===== src/rtl/cam_bram_mm_pkg.sv =====
// Shared types and helpers for the block-RAM CAM.
package cam_pkg;

  typedef enum logic [2:0] {
    INIT    = 3'd0,
    IDLE    = 3'd1,
    RD_OLD  = 3'd2,
    CLR_OLD = 3'd3,
    RD_NEW  = 3'd4,
    SET_NEW = 3'd5
  } state_t;

  localparam logic OP_WRITE  = 1'b0;
  localparam logic OP_DELETE = 1'b1;

  // Number of slices needed to cover the data word; the last may be narrower.
  function automatic int slice_count(input int data_width, input int slice_width);
    return (data_width + slice_width - 1) / slice_width;
  endfunction

endpackage


===== src/rtl/priority_encoder.sv =====
// Priority encoder: returns the index of the highest-priority set bit.
module priority_encoder #(
  parameter int WIDTH     = 32,
  parameter int IDX_W     = 5,
  parameter int LSB_FIRST = 1
) (
  input  logic [WIDTH-1:0] i_vec,
  output logic [IDX_W-1:0] o_idx,
  output logic             o_found
);

  logic [IDX_W-1:0] w_idx;
  logic             w_found;

  // Scan from lowest to highest priority so the last hit seen wins.
  always_comb begin
    w_idx   = {IDX_W{1'b0}};
    w_found = 1'b0;
    for (int i = 0; i < WIDTH; i++) begin
      int j;
      j       = (LSB_FIRST != 0) ? (WIDTH - 1 - i) : i;
      w_idx   = i_vec[j] ? IDX_W'(j) : w_idx;
      w_found = w_found | i_vec[j];
    end
  end

  assign o_idx   = w_idx;
  assign o_found = w_found;

endmodule


===== src/rtl/ram_dp.sv =====
// Dual-port RAM: port A read/write (read-first), port B read-only, both registered.
module ram_dp #(
  parameter int WIDTH  = 32,
  parameter int ADDR_W = 4
) (
  input  logic              clk,
  input  logic              i_a_we,
  input  logic [ADDR_W-1:0] i_a_addr,
  input  logic [WIDTH-1:0]  i_a_din,
  output logic [WIDTH-1:0]  o_a_dout,
  input  logic [ADDR_W-1:0] i_b_addr,
  output logic [WIDTH-1:0]  o_b_dout
);

  logic [WIDTH-1:0] r_mem [0:(2**ADDR_W)-1];
  logic [WIDTH-1:0] r_a_dout;
  logic [WIDTH-1:0] r_b_dout;

  // Storage write on port A and registered reads on both ports.
  always_ff @(posedge clk) begin
    if (i_a_we) begin
      r_mem[i_a_addr] <= i_a_din;
    end
    r_a_dout <= r_mem[i_a_addr];
    r_b_dout <= r_mem[i_b_addr];
  end

  assign o_a_dout = r_a_dout;
  assign o_b_dout = r_b_dout;

endmodule


===== src/rtl/cam_bram_mm.sv =====
// Block-RAM CAM: sliced match-bit RAMs, shadow data RAM, 2-cycle compare pipe.
module cam_bram_mm
  import cam_pkg::*;
#(
  parameter int DATA_WIDTH  = 16,
  parameter int ADDR_WIDTH  = 5,
  parameter int SLICE_WIDTH = 4
) (
  input  logic                     clk,
  input  logic                     rst,
  input  logic                     clear,
  input  logic                     wr_valid,
  output logic                     wr_ready,
  input  logic                     wr_op,
  input  logic [ADDR_WIDTH-1:0]    wr_addr,
  input  logic [DATA_WIDTH-1:0]    wr_data,
  input  logic                     cmp_valid,
  input  logic [DATA_WIDTH-1:0]    cmp_data,
  output logic                     match_valid,
  output logic                     match,
  output logic                     match_multi,
  output logic [ADDR_WIDTH-1:0]    match_addr,
  output logic [2**ADDR_WIDTH-1:0] match_vec,
  output logic [2**ADDR_WIDTH-1:0] entry_valid,
  output logic [ADDR_WIDTH:0]      count,
  output logic                     full
);

  localparam int RD  = 2**ADDR_WIDTH;
  localparam int SC  = slice_count(DATA_WIDTH, SLICE_WIDTH);
  localparam int PAD = SC * SLICE_WIDTH;

  state_t                  r_state, w_next_state;
  logic [SLICE_WIDTH-1:0]  r_init_row;
  logic                    r_op;
  logic [ADDR_WIDTH-1:0]   r_addr;
  logic [DATA_WIDTH-1:0]   r_data;
  logic [RD-1:0]           r_entry_valid, w_ev_next;
  logic [ADDR_WIDTH:0]     r_count, w_count_next;
  logic                    r_full;
  logic                    w_ready, w_accept, w_old_valid, w_kill, w_set;
  logic                    w_slice_we, w_shadow_we;
  logic [RD-1:0]           w_onehot_r, w_onehot_wr;
  logic [PAD-1:0]          w_old_pad, w_new_pad, w_cmp_pad;
  logic [DATA_WIDTH-1:0]   w_shadow_dout, w_shadow_b_unused;
  logic [ADDR_WIDTH-1:0]   w_shadow_addr;
  logic [RD-1:0]           w_row_a [SC];
  logic [RD-1:0]           w_row_b [SC];
  logic                    r_s1_valid;
  logic [RD-1:0]           r_s1_mask;
  logic [RD-1:0]           w_hit;
  logic [ADDR_WIDTH-1:0]   w_pe_idx;
  logic                    w_pe_found;
  logic                    r_match_valid, r_match, r_match_multi;
  logic [ADDR_WIDTH-1:0]   r_match_addr;
  logic [RD-1:0]           r_match_vec;

  assign w_onehot_r  = {{(RD-1){1'b0}}, 1'b1} << r_addr;
  assign w_onehot_wr = {{(RD-1){1'b0}}, 1'b1} << wr_addr;
  assign w_old_pad   = PAD'(w_shadow_dout);
  assign w_new_pad   = PAD'(r_data);
  assign w_cmp_pad   = PAD'(cmp_data);
  assign w_old_valid = r_entry_valid[wr_addr];
  assign w_accept    = wr_valid & w_ready & ~clear;
  assign w_kill      = w_accept & w_old_valid;

  // State register and INIT sweep row counter.
  always_ff @(posedge clk or posedge rst) begin
    if (rst) begin
      r_state    <= INIT;
      r_init_row <= {SLICE_WIDTH{1'b1}};
    end else begin
      r_state <= w_next_state;
      if (clear) begin
        r_init_row <= {SLICE_WIDTH{1'b1}};
      end else if (r_state == INIT) begin
        r_init_row <= r_init_row - SLICE_WIDTH'(1);
      end else begin
        r_init_row <= r_init_row;
      end
    end
  end

  // Next-state logic; clear aborts anything in flight.
  always_comb begin
    w_next_state = r_state;
    if (clear) begin
      w_next_state = INIT;
    end else begin
      case (r_state)
        INIT:    w_next_state = (r_init_row == {SLICE_WIDTH{1'b0}}) ? IDLE : INIT;
        IDLE: begin
          if (w_accept && w_old_valid) begin
            w_next_state = RD_OLD;
          end else if (w_accept && (wr_op == OP_WRITE)) begin
            w_next_state = RD_NEW;
          end else begin
            w_next_state = IDLE;
          end
        end
        RD_OLD:  w_next_state = CLR_OLD;
        CLR_OLD: w_next_state = (r_op == OP_DELETE) ? IDLE : RD_NEW;
        RD_NEW:  w_next_state = SET_NEW;
        SET_NEW: w_next_state = IDLE;
        default: w_next_state = INIT;
      endcase
    end
  end

  // State-decoded controls for the RAM ports and the handshake.
  always_comb begin
    w_ready       = 1'b0;
    w_slice_we    = 1'b0;
    w_shadow_we   = 1'b0;
    w_set         = 1'b0;
    w_shadow_addr = r_addr;
    case (r_state)
      INIT:    w_slice_we = 1'b1;
      IDLE: begin
        w_ready       = 1'b1;
        w_shadow_addr = wr_addr;
      end
      CLR_OLD: w_slice_we = 1'b1;
      SET_NEW: begin
        w_slice_we  = 1'b1;
        w_shadow_we = 1'b1;
        w_set       = 1'b1;
      end
      default: w_slice_we = 1'b0;
    endcase
  end

  // Occupancy update: cleared on accepted kill, set on commit.
  always_comb begin
    w_ev_next    = r_entry_valid;
    w_count_next = r_count;
    if (clear) begin
      w_ev_next    = {RD{1'b0}};
      w_count_next = {(ADDR_WIDTH+1){1'b0}};
    end else begin
      w_ev_next    = (r_entry_valid & ~(w_kill ? w_onehot_wr : {RD{1'b0}}))
                   | (w_set ? w_onehot_r : {RD{1'b0}});
      w_count_next = r_count + (ADDR_WIDTH+1)'(w_set) - (ADDR_WIDTH+1)'(w_kill);
    end
  end

  // Request latch and occupancy registers.
  always_ff @(posedge clk or posedge rst) begin
    if (rst) begin
      r_op          <= OP_WRITE;
      r_addr        <= {ADDR_WIDTH{1'b0}};
      r_data        <= {DATA_WIDTH{1'b0}};
      r_entry_valid <= {RD{1'b0}};
      r_count       <= {(ADDR_WIDTH+1){1'b0}};
      r_full        <= 1'b0;
    end else begin
      if (w_accept) begin
        r_op   <= wr_op;
        r_addr <= wr_addr;
        r_data <= wr_data;
      end
      r_entry_valid <= w_ev_next;
      r_count       <= w_count_next;
      r_full        <= (w_count_next == (ADDR_WIDTH+1)'(RD));
    end
  end

  for (genvar g = 0; g < SC; g++) begin : g_slice
    logic [SLICE_WIDTH-1:0] w_a_addr;
    logic [RD-1:0]          w_a_din;

    // Row select and read-modify-write data for this slice's RAM.
    always_comb begin
      w_a_addr = w_new_pad[g*SLICE_WIDTH +: SLICE_WIDTH];
      w_a_din  = w_row_a[g] | w_onehot_r;
      case (r_state)
        INIT: begin
          w_a_addr = r_init_row;
          w_a_din  = {RD{1'b0}};
        end
        RD_OLD, CLR_OLD: begin
          w_a_addr = w_old_pad[g*SLICE_WIDTH +: SLICE_WIDTH];
          w_a_din  = w_row_a[g] & ~w_onehot_r;
        end
        default: begin
          w_a_addr = w_new_pad[g*SLICE_WIDTH +: SLICE_WIDTH];
          w_a_din  = w_row_a[g] | w_onehot_r;
        end
      endcase
    end

    ram_dp #(.WIDTH(RD), .ADDR_W(SLICE_WIDTH)) u_slice_ram (
      .clk      (clk),
      .i_a_we   (w_slice_we),
      .i_a_addr (w_a_addr),
      .i_a_din  (w_a_din),
      .o_a_dout (w_row_a[g]),
      .i_b_addr (w_cmp_pad[g*SLICE_WIDTH +: SLICE_WIDTH]),
      .o_b_dout (w_row_b[g])
    );
  end

  ram_dp #(.WIDTH(DATA_WIDTH), .ADDR_W(ADDR_WIDTH)) u_shadow_ram (
    .clk      (clk),
    .i_a_we   (w_shadow_we),
    .i_a_addr (w_shadow_addr),
    .i_a_din  (r_data),
    .o_a_dout (w_shadow_dout),
    .i_b_addr (r_addr),
    .o_b_dout (w_shadow_b_unused)
  );

  // AND of all slice rows, masked by occupancy captured at issue.
  always_comb begin
    w_hit = r_s1_mask;
    for (int s = 0; s < SC; s++) begin
      w_hit = w_hit & w_row_b[s];
    end
  end

  priority_encoder #(.WIDTH(RD), .IDX_W(ADDR_WIDTH), .LSB_FIRST(1)) u_pe (
    .i_vec   (w_hit),
    .o_idx   (w_pe_idx),
    .o_found (w_pe_found)
  );

  // Compare pipeline: stage 1 snapshot, stage 2 registered result.
  always_ff @(posedge clk or posedge rst) begin
    if (rst) begin
      r_s1_valid    <= 1'b0;
      r_s1_mask     <= {RD{1'b0}};
      r_match_valid <= 1'b0;
      r_match       <= 1'b0;
      r_match_multi <= 1'b0;
      r_match_addr  <= {ADDR_WIDTH{1'b0}};
      r_match_vec   <= {RD{1'b0}};
    end else begin
      r_s1_valid    <= cmp_valid;
      r_s1_mask     <= w_ev_next;
      r_match_valid <= r_s1_valid;
      if (r_s1_valid) begin
        r_match       <= w_pe_found;
        r_match_multi <= |(w_hit & (w_hit - RD'(1)));
        r_match_addr  <= w_pe_idx;
        r_match_vec   <= w_hit;
      end
    end
  end

  assign wr_ready    = w_ready;
  assign match_valid = r_match_valid;
  assign match       = r_match;
  assign match_multi = r_match_multi;
  assign match_addr  = r_match_addr;
  assign match_vec   = r_match_vec;
  assign entry_valid = r_entry_valid;
  assign count       = r_count;
  assign full        = r_full;

endmodule


===== config.mk =====
export PLATFORM = sky130hd
export DESIGN_NAME = cam_bram_mm
export DESIGN_NICKNAME = d
export VERILOG_FILES = /design/src/rtl/cam_bram_mm_pkg.sv /design/src/rtl/priority_encoder.sv /design/src/rtl/ram_dp.sv /design/src/rtl/cam_bram_mm.sv
export SDC_FILE = /design/constraint.sdc
export NUM_CORES = 2
export LEC_CHECK = 0
export ABC_AREA = 0
export BUFFER_PORTS_ARGS = -buffer_cell sky130_fd_sc_hd__buf_2
export CELL_PAD_IN_SITES_DETAIL_PLACEMENT = 1
export CELL_PAD_IN_SITES_GLOBAL_PLACEMENT = 2
export CORE_UTILIZATION = 26
export DETAILED_ROUTE_END_ITERATION = 8
export PLACE_DENSITY = 0.5
export SYNTH_ARGS = -nofsm -noshare
export SYNTH_HDL_FRONTEND = slang
export SYNTH_SLANG_ARGS = --single-unit

===== constraint.sdc =====
create_clock -name clk -period 4.46 [get_ports clk]
set_input_delay 0.669 -clock clk [delete_from_list [all_inputs] [get_ports clk]]
set_output_delay 0.669 -clock clk [all_outputs]
set_load 0.01 [all_outputs]

==> metrics.yaml <==
run_status: "finished clean"
finalHoldWorstSlack_ns: 0.0828
finalSetupViolations: 0
fp.coreArea_mm2: 0.486
syn_avg_cell_area_um2: 16.8
detailedPlacementHpwl_um: 318000
final_net_count: 8028
slew-limit-headroom: 0.0415
portion_of_the_post_synthesis_area_used_by_sequential_elements: 0.671
worst_ep_arrival_time_ns: 4.69
final_hold_viol_count: 0
antenna_left: 0
x_dimension_of_the_die_um: 700
hold_buffers: 17
post_synth_instance_area_mm2: 0.127
global_route_wire_length_before_repair_um: 687000
gp_congestion: 0.817
cts.repair_timing.setup_buffer_count: 0
site_row_count: 256
route.vias.total: 76800
antenna_found_initial: 62
seqCellArea_mm2: 0.0851
power_report.internal_total_uw: 49600
postCtsResizedCells: 0
die-height_um: 700
worst_path_largest_cell_delay_ns: 1.10
power.switching_fraction: 0.246
power_switching_uw: 16200
worst_setup_end_kind: "flip-flop"
power-per-cell-area_mw_per_mm2: 438
synth_edf_count: 2560
cts.clk_slew.worst_paths_ns: 0.06
async_flop_share: 0.0371
worstPathMaxFanout: 21
dieArea_mm2: 0.491
mostFrequentLayoutCells: "2,560 x sky130_fd_sc_hd__edfxtp_1, 1,246 x sky130_fd_sc_hd__nand2_1, 1,034 x sky130_fd_sc_hd__mux4_2"
grt_util_all_layers: 0.200
clk-insertion-delay-late_ns: 0.97
yosysTopAreaCell: "sky130_fd_sc_hd__edfxtp_1"
worst_hold_path_type: "input pin to flip-flop"
slew_viol_final: 0
clock_sink_count: 2941
fin_cells: 14700
netlist-cell-type-count: 72
ir_drop_mv: 0.247
setup_slack_ns: 0.327
crit_path_cell_trace: "buf_12 > inv_1 > o21ai_2 > nand2_1 > o21ai_4 > nand3_1 > nor3_4 > buf_4"
syn_nets: 7587
power.sequential.fraction: 0.477
cts_made_buffers: 344
postSynthRegisterBits: 2941
routed_via_density: 5.21
ctsRootBufferMaster: "sky130_fd_sc_hd__clkbuf_16"
comb_power_share: 0.094
multi_input_area_mm2: 0.0401
synth_cells: 7535
h-tree-depth: 5
start_util: 0.261
timing.critical_path.from: "r_state[2]"
synth.yosys.warnings: 0
power.share.clock: 0.430
layout_cells_sized_above_1: 0.282
place.detailed.instances: 14100
wl_um: 500000
drc_errors: 0
critPathSlowestCell: "sky130_fd_sc_hd__nor3_4"
drt_iter0_markers: 6998
period_minus_slack_ns: 4.13
synth_top_area_share: 0.606
final_min_period_over_clock_period: 0.927
most_common_cell_after_layout_fill_and_taps_aside: "sky130_fd_sc_hd__edfxtp_1"
wire_per_inst_um: 33.9
worstHoldStart: "wr_data[9]"
overflow: 0
cap_viol_max_count: 0
grt_pass1_vias: 81200
drt_pre_antenna_iters: 7
critical_path_required_ns: 5.02
post_synth_main_area_contributors: "sky130_fd_sc_hd__edfxtp_1 61%, sky130_fd_sc_hd__mux4_2 18%, sky130_fd_sc_hd__dfxtp_1 4.3%"
path_class: "flip-flop to flip-flop"
ctsLongestPathBuffers: 4
r2r_start: "r_state[2]"
cts_tree: "yes"
max_freq_mhz: 242
postSynth.topFlopCell: "sky130_fd_sc_hd__edfxtp_1"
timing_worst_slew_pin_value_ns: 1.42
p_leak_uw: 0.0505
portBuffers: 122
cp-start-kind: "flip-flop"
num-fill-cells: 49600
setup_repair_after_global_routing_missed_its_margin: "no"
grt_start_max_net_pins: 109
syn_to_final_growth_pct: 18.7
fin_worst_skew_ns: 0.0782
design.portCount: 123
post-place-ws_ns: -0.374
path summary, 6_finish.rpt:
kind | endpoint | slack, ns | depth (start not counted)
max | g_slice[2].u_slice_ram.r_mem[13][8] | 0.33 | 8
min | r_data[9] | 0.08 | 2
max reg2reg | g_slice[2].u_slice_ram.r_mem[13][8] | 0.33 | 8
min reg2reg | match_vec[11] | 0.50 | 1
max in group asynchronous | match_vec[18] | 3.10 | 4
min in group asynchronous | match_vec[30] | 0.31 | 3
cells in the mapped netlist, types with 9 or more instances:
master,count
sky130_fd_sc_hd__a311oi_1,129
sky130_fd_sc_hd__nand3_1,177
sky130_fd_sc_hd__buf_6,11
sky130_fd_sc_hd__clkbuf_1,311
sky130_fd_sc_hd__mux4_2,1034
sky130_fd_sc_hd__nor2_1,134
sky130_fd_sc_hd__mux2i_1,12
sky130_fd_sc_hd__o31ai_1,24
sky130_fd_sc_hd__and3_1,224
sky130_fd_sc_hd__buf_4,18
sky130_fd_sc_hd__dfrtp_1,105
sky130_fd_sc_hd__a211oi_1,128
sky130_fd_sc_hd__nand4_1,12
sky130_fd_sc_hd__a31oi_1,198
sky130_fd_sc_hd__dfxtp_1,272
sky130_fd_sc_hd__a21oi_1,134
sky130_fd_sc_hd__buf_1,84
sky130_fd_sc_hd__nor3_1,47
sky130_fd_sc_hd__mux2_2,57
sky130_fd_sc_hd__and2_1,63
sky130_fd_sc_hd__nand2b_1,15
sky130_fd_sc_hd__a22oi_1,61
sky130_fd_sc_hd__o21a_1,131
sky130_fd_sc_hd__o21ai_0,60
sky130_fd_sc_hd__edfxtp_1,2560
sky130_fd_sc_hd__nand2_1,1246
sky130_fd_sc_hd__inv_1,40
sky130_fd_sc_hd__buf_2,120
sky130_fd_sc_hd__nand3b_1,9
power by group through the flow:
stage                     Sequential (uW)  Clock (uW)  Combinational, uW
after floorplan                     31600           0               3640
after global placement              31900           0               6210
after detailed placement            32000           0               6240
after CTS                           31400       29000               6280
after global routing                31400       29900               6560
final                               31400       28300               6180
sequential cells by signal, summed over array words and instances (netlist names):
name / count
r_s1_mask: 32
r_state: 3
match_valid: 1
r_data: 16
count: 6
match_vec: 32
r_init_row: 4
full: 1
match_multi: 1
r_s1_valid: 1
u_shadow_ram.r_mem: 512
u_shadow_ram.o_a_dout: 16
g_slice.u_slice_ram.r_mem: 2048
r_op: 1
g_slice.u_slice_ram.o_a_dout: 128
r_addr: 5
match_addr: 5
match: 1
g_slice.u_slice_ram.o_b_dout: 128
worst max-delay path, delay by kind of cell (launching register included):
family,cells,cell delay [ns]
flops,1,0.65
simple gates,3,1.65
compound gates,2,0.29
buf+inv,3,1.07
stage by stage:
stage | utilization | power (uW) | cell area, um2 | setup TNS (ns)
after floorplan | - | 35200 | 127000 | -21.05
final | 0.310 | 65900 | 151000 | 0
after CTS | 0.310 | 66700 | 150000 | 0
after detailed placement | 0.286 | 38200 | 139000 | -0.423
after global placement | 0.286 | 38100 | 139000 | -0.691
after global routing | 0.310 | 67900 | 150000 | 0
kinds of logic (layout without fill, tap and decap cells):
family | count (synthesis) | after routing | share of synthesized area
compound gates | 918 | 918 | 0.0501
xor+xnor | 9 | 9 | 0.000622
fa+ha+maj | 11 | 11 | 0.00110
buf+inv | 586 | 1319 | 0.0197
flops | 2941 | 2941 | 0.671
mux | 1104 | 1104 | 0.190
other cells | 0 | 25 | 0
simple gates | 1966 | 1966 | 0.0681
final cells by class:
class,count,share of cell area
diodes,25,0.000416
clock buffers,489,0.0646
clock inverters,149,0.00960
inverters,42,0.00108
multi-input cells,4008,0.266
flip-flops and latches,2941,0.565
well taps,6450,0.0536
repair buffers,639,0.0393
metal layers:
metal	global-route usage	wire [um]	share of wire
met1	0.268	215000	0.43
met2	0.331	240000	0.48
met3	0.0295	25700	0.051
met4	0.0675	18100	0.036
met5	0	62	0.00012
(Power assumes the default switching activity.)
